`src/rtl/timer_array.sv`:
```
// timer_array: multi-channel down-counting timer with shared main/RTC prescalers,
// auto-reload or one-shot modes and per-channel underflow/compare interrupts.
module timer_array #(
    parameter int          NUM_CH    = 4,
    parameter int          CNT_W     = 16,
    parameter logic [23:0] BASE_ADDR = 24'h2030
) (
    input  logic              clk,
    input  logic              reset,
    input  logic              clk_ce,
    input  logic              rt_tick,
    input  logic              bus_write,
    input  logic [23:0]       bus_address_in,
    input  logic [7:0]        bus_data_in,
    output logic [7:0]        bus_data_out,
    output logic [NUM_CH-1:0] irq
);
    localparam int K [8] = '{1, 3, 5, 6, 7, 8, 10, 12};
    logic [11:0]          r_main_div;
    logic [6:0]           r_rtc_div;
    logic [7:0]           w_main_hit, w_rtc_hit;
    logic [23:0]          w_off;
    logic                 w_in_range, w_we;
    logic [2:0]           w_ch, w_reg;
    logic [7:0][7:0][7:0] w_regs;
    assign w_off        = bus_address_in - BASE_ADDR;
    assign w_in_range   = w_off < 24'(8 * NUM_CH);
    assign w_ch         = w_off[5:3];
    assign w_reg        = w_off[2:0];
    assign w_we         = bus_write & clk_ce & w_in_range;
    assign bus_data_out = w_in_range ? w_regs[w_ch][w_reg] : 8'h00;
    always_ff @(posedge clk) begin
        if (reset) begin
            r_main_div <= '0;
            r_rtc_div  <= '0;
        end else if (clk_ce) begin
            r_main_div <= r_main_div + 12'd1;
            r_rtc_div  <= r_rtc_div + 7'(rt_tick);
        end
    end
    // Prescaler taps are judged on the divider value before this cycle's increment.
    for (genvar p = 0; p < 8; p++) begin : g_hit
        localparam logic [11:0] MM = 12'((1 << K[p]) - 1);
        localparam logic [6:0]  RM = 7'((1 << p) - 1);
        assign w_main_hit[p] = (r_main_div & MM) == MM;
        assign w_rtc_hit[p]  = rt_tick && (r_rtc_div & RM) == RM;
    end
    for (genvar c = 0; c < 8; c++) begin : g_ch
        if (c < NUM_CH) begin : g_on
            logic             r_en, r_os, r_src, r_ufp, r_cmpp, r_ufe, r_cmpe;
            logic [2:0]       r_psel;
            logic [CNT_W-1:0] r_cnt, r_pre, r_cmp, w_pre_nx, w_cmp_nx;
            logic [15:0]      w_p16, w_c16;
            logic             w_wr, w_ctrl_wr, w_stat_wr, w_strobe, w_tick, w_uf, w_cm;
            assign w_wr      = w_we && w_ch == 3'(c);
            assign w_ctrl_wr = w_wr && w_reg == 3'd0;
            assign w_stat_wr = w_wr && w_reg == 3'd1;
            assign w_p16     = 16'(r_pre);
            assign w_c16     = 16'(r_cmp);
            assign w_pre_nx  = CNT_W'({w_wr && w_reg == 3'd5 ? bus_data_in : w_p16[15:8],
                                       w_wr && w_reg == 3'd4 ? bus_data_in : w_p16[7:0]});
            assign w_cmp_nx  = CNT_W'({w_wr && w_reg == 3'd7 ? bus_data_in : w_c16[15:8],
                                       w_wr && w_reg == 3'd6 ? bus_data_in : w_c16[7:0]});
            assign w_strobe  = w_ctrl_wr && bus_data_in[1];
            // A load or a disabling CTRL write swallows the tick entirely.
            assign w_tick    = r_en && (r_src ? w_rtc_hit[r_psel] : w_main_hit[r_psel])
                               && !w_strobe && !(w_ctrl_wr && !bus_data_in[0]);
            assign w_uf      = w_tick && r_cnt == '0;
            assign w_cm      = w_tick && r_cnt == r_cmp;
            assign irq[c]    = (r_ufp & r_ufe) | (r_cmpp & r_cmpe);
            assign w_regs[c] = {w_c16, w_p16, 16'(r_cnt),
                                {2'b0, r_cmpe, r_ufe, 2'b0, r_cmpp, r_ufp},
                                {1'b0, r_psel, r_src, r_os, 1'b0, r_en}};
            always_ff @(posedge clk) begin
                if (reset) begin
                    {r_en, r_os, r_src, r_psel, r_ufp, r_cmpp, r_ufe, r_cmpe} <= '0;
                    r_cnt <= '0;
                    r_pre <= '0;
                    r_cmp <= '0;
                end else if (clk_ce) begin
                    r_pre  <= w_pre_nx;
                    r_cmp  <= w_cmp_nx;
                    r_cnt  <= w_strobe ? w_pre_nx : !w_tick ? r_cnt :
                              w_uf ? (r_os ? r_cnt : w_pre_nx) : r_cnt - CNT_W'(1);
                    r_en   <= !(w_uf && r_os) && (w_ctrl_wr ? bus_data_in[0] : r_en);
                    r_ufp  <= w_uf || (r_ufp && !(w_stat_wr && bus_data_in[0]));
                    r_cmpp <= w_cm || (r_cmpp && !(w_stat_wr && bus_data_in[1]));
                    if (w_ctrl_wr) {r_psel, r_src, r_os} <= bus_data_in[6:2];
                    if (w_stat_wr) {r_cmpe, r_ufe} <= bus_data_in[5:4];
                end
            end
        end else begin : g_off
            assign w_regs[c] = '0;
        end
    end
endmodule

```
`config.mk`:
```
export PLATFORM = sky130hd
export DESIGN_NAME = timer_array
export DESIGN_NICKNAME = d
export VERILOG_FILES = /design/src/rtl/timer_array.sv
export SDC_FILE = /design/constraint.sdc
export NUM_CORES = 1
export LEC_CHECK = 0
export ABC_CLOCK_PERIOD_IN_PS = 4750
export BUFFER_PORTS_ARGS = -buffer_cell sky130_fd_sc_hd__buf_2
export CAP_MARGIN = 20
export CORE_ASPECT_RATIO = 1.5
export CORE_UTILIZATION = 30
export DETAILED_ROUTE_END_ITERATION = 7
export PLACE_DENSITY_LB_ADDON = 0.08
export REMOVE_ABC_BUFFERS = 1
export SYNTH_ARGS = -nofsm -noshare
export SYNTH_HDL_FRONTEND = slang
export SYNTH_SLANG_ARGS = --single-unit
```
`constraint.sdc`:
```
create_clock -name clk -period 4.75 [get_ports clk]
set_input_delay 0.95 -clock clk [delete_from_list [all_inputs] [get_ports clk]]
set_output_delay 0.95 -clock clk [all_outputs]
set_load 0.05 [all_outputs]
```
==> metrics.yaml <==
status: "completed"
netlist_area_mm2: 0.01560
vias: 14080
finalMaxSlewViolations: 0
yosysSeqAreaShare_pct: 32.22
crit_required_ns: 3.80
initial_core_util_pct: 30.33
core_mm2: 0.05143
drt_pass1_iterations: 5
critical_path.cell_chain: "buf_4 > ha_1 > or4_1 > nor4_2 > nand3_2 > nor3_4 > nand4_4 > nor2_1 > buf_2"
vdd_drop_max_mv: 0.2689
avgViaCountPerCell: 5.769
root_buffer: "clkbuf_16"
grt_usage_pct: 26.48
rsz0062_at_grt: "false"
detail-route-antenna-nets: 0
ys_types: 77
cts_made_buffers: 29
powerDensity_mw_per_mm2: 272.6
drt_wl_total_um: 70250
critPathTopFamily: "simple AND/OR/NAND/NOR gates"
clk_pin_slew_worst_paths_ns: 0.07
gp_congestion: 0.9328
cts_max_path_buffers: 3
wl_per_cell_um: 28.78
post_cts_buffers: 0
drc: 0
die-area_mm2: 0.05293
ctsHtreeMaxLevel: 1
critPathMaxFanout: 9
layout_common_cells: "dfxtp_1, nor2_1, mux2i_1"
fmax_ghz: 0.2185
fin_tns_setup_ns: 0
slowest_delay_ns: 0.42
critical_path_class: "input pin to output port"
min_period_ns: 4.576
start_kind: "input pin"
path_buf_inv: 2
synth_edf_count: 0
io_pins: 49
syn_inst: 1708
die_x_um: 188.2
nNetsFinal: 1790
crit_arrival_ns: 3.63
yosys_warnings: 0
rows: 102
die_y_um: 281.3
holdWs_ns: 0.4733
grt_overflow_total: 0
slew_headroom_pct: 30.78
cp-end-kind: "output port"
postCtsHoldBufs: 0
antenna_found_initial: 1
place_hpwl_um: 53490
period_share_pct: 96.34
grt_pass1_vias: 14040
worst_pin_slew_ns: 1.034
clock_latency_ns: 0.59
cts_sinks: 251
setup-violations-final: 0
cp_slowest_cell: "or4_1"
tritoncts: "done"
avgSynthCellArea_um2: 9.132
portBuffers: 48
clock_skew_ns: 0.02695
grt_max_degree: 82
power_leakage_nw: 6.931
first_iter_violations: 910
finalHoldViolCount: 0
synthArstFlopShare_pct: 0
fill_cells: 5294
synth_ff_type: "dfxtp_1"
final_common_cell: "dfxtp_1"
area_growth_pct: 14.67
grt_pass1_wl_um: 101300
drive_above_1_share_pct: 19.04
hold_path_class: "flop to flop"
synth_seq_cells: 251
fin_util_pct: 34.78
cap_violations: 0
antennaDiodeCount: 0
## per-layer routing
| layer | up-vias | global-route usage [%] | wire, µm |
|---|---|---|---|
| met5 | - | 0 | 10 |
| met4 | 2 | 17.28 | 5017 |
| met3 | 169 | 2.535 | 2520 |
| met2 | 437 | 48.82 | 36530 |
| met1 | 7073 | 28.65 | 26170 |
| li1 | 6402 | - | - |
## where the power goes
group | switching [W] | leakage [nW] | internal, W
registers | 0.00000496 | 2.02 | 0.00211
logic | 0.000222 | 4.41 | 0.0000832
clock network | 0.00101 | 0.500 | 0.00145
## path summary, 6_finish.rpt
path / from / endpoint / slack, ns / depth (start not counted)
setup / recovery: bus_address_in[4] / bus_data_out[7] / 0.17 / 9
hold / removal: g_ch[0].g_on.r_psel[1] / g_ch[0].g_on.r_psel[1] / 0.47 / 2
setup reg to reg: r_main_div[0] / g_ch[1].g_on.r_cnt[14] / 0.66 / 9
hold reg to reg: g_ch[0].g_on.r_psel[1] / g_ch[0].g_on.r_psel[1] / 0.47 / 2
## Yosys cell counts, types with 6 or more instances
cell type  number  area, µm²
a2111oi_0       7      61.31
a211oi_1        6      45.04
a21o_1          6      45.04
a21oi_1        58      290.3
a22o_1          8      70.07
a22oi_1        28      210.2
a2bb2oi_1      16      140.1
a32o_1          6      60.06
and2_1         45      281.5
and3_1          8      50.05
buf_1          11      41.29
buf_2          14      70.07
clkbuf_1       97      364.1
dfxtp_1       251       5025
ha_1           10      125.1
inv_1          82      307.8
mux2_2         59      664.4
mux2i_1       156       1562
mux4_2         69       1554
nand2_1       108      405.4
nand2b_1        9      56.30
nand3_1        43      215.2
nand4_1        40      250.2
nor2_1        193      724.4
nor2b_1        11      68.82
nor3_1         41      205.2
nor4_1         32      200.2
nor4_4          8      170.2
o211ai_1        9      67.56
o21ai_0        30      150.1
o32ai_1        52      455.4
or3_1          17      106.4
or4_1           7      52.55
xnor2_1        41      359.1
xor2_1         35      306.5
## cell type report
| type | count | area (µm²) | share of cell area (%) |
|---|---|---|---|
| sequential | 251 | 5025 | 28.09 |
| clock buffer | 35 | 788.3 | 4.407 |
| tap | 676 | 845.8 | 4.729 |
| multi-input combinational | 1251 | 9784 | 54.70 |
| inverter | 82 | 307.8 | 1.721 |
| timing repair buffer | 128 | 904.6 | 5.058 |
| clock inverter | 18 | 230.2 | 1.287 |
## metrics by stage
stage	area [µm²]	instances	setup WS (ns)	total power [W]
floorplan	15100	1584	0.04770	0.002257
global placement	16860	2388	-0.07214	0.002463
detailed placement	16860	2388	-0.04979	0.002463
CTS	17880	2441	0.02978	0.004931
global route	17890	2441	0.01717	0.005027
finish	17890	2441	0.1736	0.004876
## registers in the layout (all words and copies together) (netlist names)
name and flops:
g_ch.g_on.r_cmp 64, g_ch.g_on.r_cnt 64, g_ch.g_on.r_pre 64, g_ch.g_on.r_psel 12, r_main_div 12, r_rtc_div 7
g_ch.g_on.r_cmpe 4, g_ch.g_on.r_cmpp 4, g_ch.g_on.r_en 4, g_ch.g_on.r_os 4, g_ch.g_on.r_src 4, g_ch.g_on.r_ufe 4
g_ch.g_on.r_ufp 4
## cell families after synthesis
family                     count (synthesis)  share of synthesized area [%]
and+or+nand+nor                          599                          20.09
muxes                                    287                          24.45
AOI/OAI and AO/OA                        279                          13.04
DFF                                      251                          32.22
buffers and inverters                    206                          5.142
xor gates and xnor gates                  76                          4.268
adders and majority gates                 10                         0.8022
## worst reg2reg max path, stage by stage, from the launching register on
cell       delay [ns]
dfxtp_1          0.54
ha_1             0.24
nand3_1          0.32
a2111oi_0        0.66
o32ai_1          0.16
o32ai_1          0.60
o311a_1          0.31
or3_1            0.45
a21o_1           0.48
o32ai_1          0.17
## what timing repair did
item                                    in CTS  in global routing
endpoints found under the hold margin        0                  0
endpoints found under the setup margin       0                  8
gates resized for setup                      0                  1
Note: power is estimated with default switching activity, not from simulation.
